<file path="src/rtl/multiword_add_pkg.sv">
// Shared types and sizing helpers for the multi-word sequential adder.
package multiword_add_pkg;

    typedef enum logic {
        IDLE = 1'b0,
        RUN  = 1'b1
    } state_e;

    localparam int DEF_WIDTH = 16;
    localparam int DEF_WORDS = 4;

    // Word counter width; at least one bit so a single-word build still elaborates.
    function automatic int cnt_width(input int n);
        return (n > 1) ? $clog2(n) : 1;
    endfunction

endpackage

</file>
<file path="src/rtl/word_rca.sv">
// Combinational WIDTH-bit ripple-carry word adder with carry in/out.
module word_rca #(
    parameter int WIDTH = 16
) (
    input  logic [WIDTH-1:0] a_i,
    input  logic [WIDTH-1:0] b_i,
    input  logic             c_i,
    output logic [WIDTH-1:0] s_o,
    output logic             c_o
);

    logic [WIDTH:0] c;

    assign c[0] = c_i;

    // One full adder per bit, carry rippling from bit 0 upward.
    for (genvar i = 0; i < WIDTH; i++) begin : g_bit
        assign s_o[i]   = a_i[i] ^ b_i[i] ^ c[i];
        assign c[i+1]   = (a_i[i] & b_i[i]) | (c[i] & (a_i[i] ^ b_i[i]));
    end

    assign c_o = c[WIDTH];

endmodule

</file>
<file path="src/rtl/multiword_add_seq.sv">
// Sequential multi-word adder: streams LS-word-first operand pairs through one
// word_rca, chaining the carry, with a single registered valid/ready output.
// Optional feature: define MULTIWORD_OVF_EN to add the signed-overflow output out_ovf.
module multiword_add_seq
    import multiword_add_pkg::*;
#(
    parameter int WIDTH = DEF_WIDTH,
    parameter int WORDS = DEF_WORDS
) (
    input  logic             clk,
    input  logic             rst,
    input  logic             in_valid,
    output logic             in_ready,
    input  logic [WIDTH-1:0] in_a,
    input  logic [WIDTH-1:0] in_b,
    input  logic             in_first,
    input  logic             in_last,
    input  logic             carry_in,
    output logic             out_valid,
    input  logic             out_ready,
    output logic [WIDTH-1:0] out_sum,
    output logic             out_last,
    output logic             out_carry,
    output logic             len_err,
`ifdef MULTIWORD_OVF_EN
    output logic             out_ovf,
`endif
    output logic             busy
);

    localparam int CW = cnt_width(WORDS);

    state_e            state_q, state_d;
    logic [CW-1:0]     cnt_q, cnt_d, cnt_eff;
    logic              carry_q, carry_d;
    logic              vld_q, vld_d;
    logic [WIDTH-1:0]  sum_q, sum_d;
    logic              last_q, last_d;
    logic              cout_q, cout_d;
    logic              err_q, err_d;
`ifdef MULTIWORD_OVF_EN
    logic              ovf_q, ovf_d;
`endif

    logic              acc, first_eff, at_max, last_eff, cin;
    logic [WIDTH-1:0]  s;
    logic              c;

    word_rca #(.WIDTH(WIDTH)) u_rca (
        .a_i (in_a),
        .b_i (in_b),
        .c_i (cin),
        .s_o (s),
        .c_o (c)
    );

    assign in_ready = !vld_q || out_ready;

    // Next-state: FSM, word counter, carry chain and output register load.
    always_comb begin
        acc       = in_valid && in_ready;
        // In IDLE every beat starts an operation, flagged or not.
        first_eff = in_first || (state_q == IDLE);
        cnt_eff   = first_eff ? '0 : cnt_q;
        cin       = first_eff ? carry_in : carry_q;
        at_max    = (cnt_eff == CW'(WORDS - 1));
        last_eff  = in_last || at_max;

        state_d = state_q;
        cnt_d   = cnt_q;
        carry_d = carry_q;
        vld_d   = vld_q && !out_ready;
        sum_d   = sum_q;
        last_d  = last_q;
        cout_d  = cout_q;
        err_d   = err_q;
`ifdef MULTIWORD_OVF_EN
        ovf_d   = ovf_q;
`endif

        if (acc) begin
            vld_d   = 1'b1;
            sum_d   = s;
            last_d  = last_eff;
            cout_d  = last_eff & c;
            carry_d = c;
`ifdef MULTIWORD_OVF_EN
            ovf_d   = last_eff && (in_a[WIDTH-1] == in_b[WIDTH-1]) && (s[WIDTH-1] != in_a[WIDTH-1]);
`endif
            if (last_eff) begin
                state_d = IDLE;
                cnt_d   = '0;
            end else begin
                state_d = RUN;
                cnt_d   = cnt_eff + CW'(1);
            end
            // Missing first, abort by a new first, or forced termination.
            if ((!in_first && state_q == IDLE) || (in_first && state_q == RUN) ||
                (at_max && !in_last))
                err_d = 1'b1;
        end
    end

    // State and output registers with synchronous reset.
    always_ff @(posedge clk) begin
        if (rst) begin
            state_q <= IDLE;
            cnt_q   <= '0;
            carry_q <= 1'b0;
            vld_q   <= 1'b0;
            sum_q   <= '0;
            last_q  <= 1'b0;
            cout_q  <= 1'b0;
            err_q   <= 1'b0;
`ifdef MULTIWORD_OVF_EN
            ovf_q   <= 1'b0;
`endif
        end else begin
            state_q <= state_d;
            cnt_q   <= cnt_d;
            carry_q <= carry_d;
            vld_q   <= vld_d;
            sum_q   <= sum_d;
            last_q  <= last_d;
            cout_q  <= cout_d;
            err_q   <= err_d;
`ifdef MULTIWORD_OVF_EN
            ovf_q   <= ovf_d;
`endif
        end
    end

    assign out_valid = vld_q;
    assign out_sum   = sum_q;
    assign out_last  = last_q;
    assign out_carry = cout_q;
    assign len_err   = err_q;
    assign busy      = (state_q == RUN);
`ifdef MULTIWORD_OVF_EN
    assign out_ovf   = ovf_q;
`endif

endmodule

</file>
<file path="config.mk">
export PLATFORM = sky130hd
export DESIGN_NAME = multiword_add_seq
export DESIGN_NICKNAME = d
export VERILOG_FILES = /design/src/rtl/multiword_add_pkg.sv /design/src/rtl/word_rca.sv /design/src/rtl/multiword_add_seq.sv
export SDC_FILE = /design/constraint.sdc
export NUM_CORES = 1
export LEC_CHECK = 0
export CAP_MARGIN = 20
export CORE_MARGIN = 3
export CORE_UTILIZATION = 37
export CTS_CLUSTER_DIAMETER = 80
export DETAILED_ROUTE_END_ITERATION = 6
export MAX_ROUTING_LAYER = met4
export PLACE_DENSITY = 0.85
export REMOVE_ABC_BUFFERS = 1
export SLEW_MARGIN = 20
export SYNTH_ARGS = -nofsm -noshare
export SYNTH_HDL_FRONTEND = slang
export SYNTH_SLANG_ARGS = --single-unit
</file>
<file path="constraint.sdc">
create_clock -name clk -period 7.45 [get_ports clk]
set_input_delay 1.1175 -clock clk [delete_from_list [all_inputs] [get_ports clk]]
set_output_delay 1.1175 -clock clk [all_outputs]
set_load 0.01 [all_outputs]
</file>
### Word level (Yosys, flattened, before mapping)

Cells that the tools add are included.

* bitwise gates (word level): 82
* reductions and logical operators: 15
* $add $sub $neg: 1
* eq/ne operators: 1
* muxes and demuxes: 5

Operators with widths (count)
* bitwise AND 1 bit: 33
* XOR 1 bit: 32
* bitwise OR 1 bit: 16
* logical AND 1 bit: 5
* logical OR 1 bit: 5
* logical NOT 1 bit: 4
* 2-to-1 mux 2 bit: 2
* 2-to-1 mux 1 bit: 3
* adder 2 x 1 -> 2 bit (second input constant): 1
* equality test 2 bit (second input constant): 1
* AND reduction 2 bit: 1
* inverter 1 bit: 1

* word-level logic and storage cells: 112
* output and inout port bits: 22
* register bits: 24
* input port bits: 39

### Depth between registers and ports, before layout

Gate-level depths: netlist of the first run.

* depth after elaboration: 36
* mapped depth: 24
* mapped depth without buffers: 24

### Cells and area by module

From an unflattened synthesis of the first run, not the netlist that was laid out.

* cells, all modules: 143
* area total of the unflattened synthesis: 1336.3 um^2

By module, submodules not included
* multiword_add_seq: sequential area each 480.5 um^2, cells an instance 117, area each 978.4 um^2, times used 1
* word_rca: sequential area each 0.0 um^2, cells an instance 26, area each 357.8 um^2, times used 1

### Least setup slack after synthesis of the first run

Ideal clock, no wire load.

* kind: input to register
* start point: in in_first
* end point: reg sum_q[15], in the netlist out_sum[15]
* stages: 23
* arrival: 7.794 ns
* slack: -0.430 ns
* path buffers: 0
* library setup time: 0.086 ns
* required time: 7.364 ns
* path through: inv_1 -> ha_1 -> mux2_2 -> fa_1 -> fa_1 -> fa_1 -> fa_1 -> fa_1 -> fa_1 -> fa_1 -> fa_1 -> fa_1 -> fa_1 -> fa_1 -> fa_1 -> fa_1 -> inv_1 -> fa_1 -> inv_1 -> fa_1 -> inv_1 -> fa_1 -> a211oi_1

* longest elaborated chain between the ends: 33

Ends and longest elaborated chain
* start, declared: line multiword_add_seq.sv:16 `input logic in_first,`
* logical OR 1 bit: line multiword_add_seq.sv:63 `first_eff = in_first || (state_q == IDLE);`
* 2-to-1 mux 1 bit: line multiword_add_seq.sv:65 `cin = first_eff ? carry_in : carry_q;`
* bitwise AND 1 bit: line word_rca.sv:19 `assign c[i+1] = (a_i[i] & b_i[i]) | (c[i] & (a_i[i] ^ b_i[i]));`
* bitwise OR 1 bit: line word_rca.sv:19
* bitwise AND 1 bit: line word_rca.sv:19
* bitwise OR 1 bit: line word_rca.sv:19
* bitwise AND 1 bit: line word_rca.sv:19
* bitwise OR 1 bit: line word_rca.sv:19
* (+17 left out)
* bitwise OR 1 bit: line word_rca.sv:19
* bitwise AND 1 bit: line word_rca.sv:19
* bitwise OR 1 bit: line word_rca.sv:19
* bitwise AND 1 bit: line word_rca.sv:19
* bitwise OR 1 bit: line word_rca.sv:19
* bitwise AND 1 bit: line word_rca.sv:19
* bitwise OR 1 bit: line word_rca.sv:19
* XOR 1 bit: line word_rca.sv:18 `assign s_o[i] = a_i[i] ^ b_i[i] ^ c[i];`
* end signal, assigned: line multiword_add_seq.sv:123 `sum_q <= sum_d;`
* end, declared: line multiword_add_seq.sv:37 `logic [WIDTH-1:0] sum_q, sum_d;`

No other way between the ends.
A chain may end at the register's enable or synchronous reset.

### Worst setup path after layout of the first run

Ends and elaborated chain as after synthesis.

==> results of run 1 <==
-- logic make-up (layout without fill, tap and decap cells) --
logic type	after synthesis	after routing	synth area share
adder cells (fa/ha/maj)	18	18	0.2636
flip-flops	24	24	0.3668
AND/OR/NAND/NOR	27	27	0.1089
buffers and inverters	21	78	0.06782
multiplexers	2	2	0.01719
AO/OA/AOI/OAI	44	44	0.1757
-- cell type report --
type                            instances  share of cell area
Timing Repair Buffer                   64              0.3084
Inverter                               10             0.01958
Clock buffer                            4             0.01775
Sequential cell                        24              0.2350
Multi-Input combinational cell         91              0.3923
Tap cell                               44             0.02693
-- final timing paths --
check                               from           to  slack [ns]  cells after the start
worst max-delay path            in_first  out_sum[15]        0.15                     24
worst min-delay path            cnt_q[0]     cnt_q[0]        0.49                      2
worst max register to register      busy  out_sum[15]        0.63                     22
worst min register to register  cnt_q[0]     cnt_q[0]        0.49                      2
-- layer usage --
layer  global-route usage  routed length (um)  vias up
met5                    -                   0        -
met4              0.03627                   6        0
met3              0.04615                 294        2
met2               0.2693                1614       50
met1               0.2024                1431      567
li1                     -                   -      581
-- flip-flops by register name (all words and copies together) (netlist names) --
| name | cells |
|---|---|
| out_carry | 1 |
| out_valid | 1 |
| out_last | 1 |
| busy | 1 |
| carry_q | 1 |
| out_sum | 16 |
| len_err | 1 |
| cnt_q | 2 |
-- synthesized netlist by cell type (all sizes together) --
cell type	n	area, um2
a211oi	4	30.03
a21oi	23	115.1
and2	2	12.51
buf	4	25.02
clkbuf	7	26.28
dfxtp	24	480.5
fa	16	320.3
ha	2	25.02
inv	10	37.54
mux2	2	22.52
nand3	15	75.07
nand4	1	6.260
nor2	2	7.510
nor2b	3	18.77
nor3	3	15.01
o21ai	17	85.08
or4	1	7.510
-- critical path, delay by kind of cell --
| family | cells | cell delay (ns) |
|---|---|---|
| AOI/OAI and AO/OA | 1 | 0.19 |
| adders and majority gates | 17 | 5.60 |
| buffers and inverters | 5 | 0.30 |
| muxes | 1 | 0.30 |
-- through the flow --
step / cells / util / hold slack [ns] / cell area (um2)
after detailed placement: 233 / 0.6070 / 0.4722 / 1944
after CTS: 237 / 0.6375 / 0.4890 / 2042
final: 237 / 0.6383 / 0.4888 / 2044
after floorplan: 125 / - / 0.4439 / 1259
after global routing: 237 / 0.6383 / 0.5251 / 2044
after global placement: 233 / 0.6070 / 0.4617 / 1944
-- power by group --
group	total [W]	internal [W]	switching (W)
registers	0.000145	0.000139	0.00000572
logic	0.000104	0.0000593	0.0000452
clock network	0.0000718	0.0000299	0.0000419
total	0.000322	0.000229	0.0000928
-- what timing repair did --
item | 4_1_cts | 5_1_grt
buffers inserted | 0 | 0
endpoints found under the setup margin | 5 | 4
hold buffers | 0 | 0
pin swaps | 17 | 13
gates resized for setup | 29 | 1
cloned | 0 | 0
==> flow_summary_export.csv, run 1 <==
group,metric,value,unit
timing,rsz0062_at_grt,"no",
routing,avgViaCountPerCell,5.063,
timing,postLayoutSetupSlackWorst,0.1508,ns
synth,ys_seq_area_frac,0.3668,
grt,grt_overflow,0,
grt,grt_use_total,0.1641,
clock_network,numCtsBuffers,3,
routing,ant_nets,0,
grt,first_global_vias,1188,
routing,drtIter0Drc,43,
clock_network,clkTransAtPathRegs,0.15,ns
clock_network,cts_tree,"built",
worst_setup_path,cp.arrival,7.54,ns
routing,post-route-drc-count,0,
routing,post_drt_wl_per_cell,14.12,um
die,die_area,4290,um2
timing,tns,0,ns
placement,place_ws,-1.219,ns
layout,multiInputGateArea,802.0,um2
power,power_density,157.3,nW/um2
layout,diodes,0,
routing,first_pass_iters,4,
placement,gp_congestion,0.6752,
clock_network,clock_tree.root_cell,"clkbuf_4",
worst_setup_path,crit_required,7.69,ns
clock_network,clkLatencyLatePin,0.32,ns
flow_run,drv_cap,0,
layout,final_common_cell,"clkdlybuf4s50_1",
placement,port_buffers,60,
grt,grt_pass1_wl,5.319,mm
timing,period_share,0.9798,
outcome,status,"finished clean",
timing,drv_slew,0,
synth,syn_area_per_cell,9.632,um2
die,start_util,0.4090,
routing,num_vias,1200,
worst_setup_path,cp_common_cell,"fa_2",
worst_setup_path,worstPathCellList,"buf_6 > inv_4 > ha_4 > mux2_4 > fa_2 > fa_2 > fa_2 > fa_2 > fa_2 > fa_2 > fa_2 > fa_2 > fa_2 > fa_2 > fa_2 > fa_2 > fa_2 > inv_2 > fa_2 > inv_2 > fa_2 > inv_2 > fa_2 > a211oi_2",
placement,dp_hpwl,2.525,mm
layout,seq_area,480.5,um2
layout,post_route_cells_drive_above_1_share,0.1762,
layout,final_cell_mix,"58 x clkdlybuf4s50_1, 24 x dfxtp_1, 23 x a21oi_1, 17 x o21ai_1, 16 x fa_2",
die,placeableCoreArea,3203,um2
worst_setup_path,critical_path_class,"input pin to register",
timing,final_hold_viol_count,0,
worst_setup_path,cpMaxStageDelayCell,"fa_2",
grt,grt_max_degree,26,
hold_path,min_path_type,"register to register",
power,p_total,0.0003215,W
power,power_leakage,0.7463,nW
synth,synth_cells,136,
timing,setup_violations,0,
timing,finalCriticalPeriod,7.299,ns
layout,final_nets,251,
timing,maxSlewHeadroom,0.3733,
synth,ys_warn_count,0,
worst_setup_path,critPathLaunchType,"input pin",
timing,worst_pin_slew,0.9371,ns
die,die_y,65.50,um
worst_setup_path,end_kind,"register",
power,vdd_drop_max,0.08977,mV
timing,fmax,137.0,MHz
die,ioPinCount,61,
layout,area_growth,56.06,%
synth,synthDistinctLibCells,21,
grt,antenna_found_initial,0,
worst_setup_path,cp_max_fo,2,
clock_network,clk_path_buf_depth,2,
routing,wirelength,3.346,mm
die,rows,20,
worst_setup_path,cp_slowest_stage_delay,0.43,ns
layout,nFillCells,298,
synth,synth.ff_latch_count,24,
clock_network,h-tree-depth,1,
timing,fin_skew,0.01301,ns
clock_network,cts.sinks,24,
die,die_x,65.50,um
synth,syn-cell-area,1310,um2
No activity file was read; power rests on OpenSTA's default activity.
==> run 2: changes to the inputs <==
--- a/config.mk
+++ b/config.mk
@@ -10,9 +10,9 @@
 export CORE_UTILIZATION = 37
 export CTS_CLUSTER_DIAMETER = 80
 export DETAILED_ROUTE_END_ITERATION = 6
-export MAX_ROUTING_LAYER = met4
-export PLACE_DENSITY = 0.85
+export PLACE_DENSITY_LB_ADDON = 0.15
 export REMOVE_ABC_BUFFERS = 1
+export SETUP_SLACK_MARGIN = 0.1
 export SLEW_MARGIN = 20
 export SYNTH_ARGS = -nofsm -noshare
 export SYNTH_HDL_FRONTEND = slang
==> run 2 against run 1 <==
Net effect:
- wire length up 2.5%
- die area unchanged
- via count rose by 0.25%
- clock skew is 0.0070 ns lower
- total power fell by 0.17%
- maximum frequency increased by 1.3%
- global-route usage rose by 0.60 points
- first-iteration DRC count increased by 7.0%
- clock power shrank 3%
- critical path type unchanged
- highest routed layer unchanged
==> flow_summary_export.csv, run 2 (same netlist as run 1, synthesis figures left out) <==
group,metric,value,unit
layout,final_common_cell,"clkdlybuf4s50_1",
die,ioPinCount,61,
worst_setup_path,cp.arrival,7.45,ns
routing,post_drt_wl_per_cell,14.47,um
die,placeableCoreArea,3203,um2
clock_network,clock_tree.root_cell,"clkbuf_4",
clock_network,cts_tree,"built",
routing,num_vias,1203,
worst_setup_path,crit_required,7.69,ns
timing,period_share,0.9673,
routing,drtIter0Drc,46,
layout,post_route_cells_drive_above_1_share,0.1865,
flow_run,drv_cap,0,
grt,antenna_found_initial,0,
clock_network,cts.sinks,24,
outcome,status,"finished clean",
timing,rsz0062_at_grt,"yes",
power,power_density,156.3,nW/um2
placement,port_buffers,60,
timing,postLayoutSetupSlackWorst,0.2434,ns
timing,drv_slew,0,
die,die_y,65.50,um
routing,wirelength,3.429,mm
clock_network,clkLatencyLatePin,0.32,ns
placement,gp_congestion,0.7123,
hold_path,min_path_type,"register to register",
timing,fmax,138.8,MHz
grt,grt_use_total,0.1702,
timing,worst_pin_slew,0.9500,ns
layout,final_util,0.6410,
routing,first_pass_iters,4,
grt,first_global_vias,1245,
routing,post-route-drc-count,0,
layout,final_nets,251,
die,die_x,65.50,um
grt,grt_max_degree,26,
clock_network,numCtsBuffers,3,
power,power_leakage,0.7500,nW
clock_network,clk_path_buf_depth,2,
die,rows,20,
power,vdd_drop_max,0.07619,mV
timing,fin_skew,0.006047,ns
timing,final_hold_viol_count,0,
clock_network,h-tree-depth,1,
routing,avgViaCountPerCell,5.076,
layout,largest_reg_flops,16,
die,die_area,4290,um2
timing,finalCriticalPeriod,7.207,ns
layout,diodes,0,
grt,grt_overflow,0,
timing,tns,0,ns
clock_network,hold_buffers,0,
routing,ant_nets,0,
placement,dp_hpwl,2.404,mm
placement,place_ws,-1.145,ns
clock_network,clkTransAtPathRegs,0.14,ns
timing,maxSlewHeadroom,0.3647,
worst_setup_path,critPathLaunchType,"input pin",
layout,area_growth,56.73,%
die,start_util,0.4090,
worst_setup_path,critical_path_class,"input pin to register",
layout,final_cell_mix,"58 x clkdlybuf4s50_1, 24 x dfxtp_1, 23 x a21oi_1, 17 x o21ai_1, 16 x fa_2",
grt,grt_pass1_wl,5.637,mm
timing,setup_violations,0,
worst_setup_path,end_kind,"register",
worst_setup_path,cp_max_fo,2,
==> run 2: layout make-up <==
class                           count  area, um2
Fill cell                         295       1150
Multi-Input combinational cell     91      810.8
Timing Repair Buffer               64      630.6
Sequential cell                    24      480.5
Tap cell                           44      55.05
Inverter                           10      40.04
Clock buffer                        4      36.28
==> run 2: metrics by stage <==
stage          total power (W)  area, um2  hold slack, ns  instances
4_1_cts              0.0003227       2042          0.4898        237
3_5_place_dp         0.0002466       1937          0.4718        232
6_report             0.0003210       2053          0.4862        237
5_1_grt              0.0003418       2053          0.5070        237
2_1_floorplan        0.0001870       1259          0.4439        125
3_3_place_gp         0.0002426       1937          0.4592        232
==> run 2: worst paths after layout <==
check,from,endpoint,slack (ns),cells after the start
worst max-delay path,in_first,out_sum[15],0.24,24
worst min-delay path,cnt_q[1],cnt_q[1],0.49,2
worst max register to register,busy,out_sum[15],0.72,22
worst min register to register,cnt_q[1],cnt_q[1],0.49,2
==> run 2: what timing repair did <==
action / CTS / global route
resized for setup: 29 / 3
endpoints found under the hold margin: 0 / 0
buffers inserted: 1 / 0
endpoints found under the setup margin: 5 / 4
pin swaps: 17 / 17
==> run 2: routing by layer <==
layer | vias to the layer above | part of all wire | GRT usage
li1 | 577 | - | -
met1 | 585 | 0.40 | 0.2015
met2 | 39 | 0.53 | 0.3034
met3 | 2 | 0.071 | 0.03761
met4 | 0 | 0.0044 | 0.05440
met5 | - | 0 | 0
==> run 2: worst max-delay path: stages <==
cell and delay, ns:
buf_6 0.10, inv_4 0.05, ha_4 0.13, mux2_4 0.30, fa_2 0.35, fa_2 0.35, fa_2 0.35, fa_2 0.34
fa_2 0.34, fa_2 0.35, fa_2 0.35, fa_2 0.35, fa_2 0.35, fa_2 0.34, fa_2 0.35, fa_2 0.35
fa_2 0.34, inv_2 0.06, fa_2 0.18, inv_2 0.04, fa_2 0.32, inv_2 0.06, fa_2 0.42, a211oi_2 0.17
==> run 2: report_power, final <==
group          switching (W)  total (W)  internal, W
logic              0.0000454   0.000106    0.0000601
clock network      0.0000401  0.0000700    0.0000299
registers         0.00000599   0.000145     0.000139
total              0.0000915   0.000321     0.000229
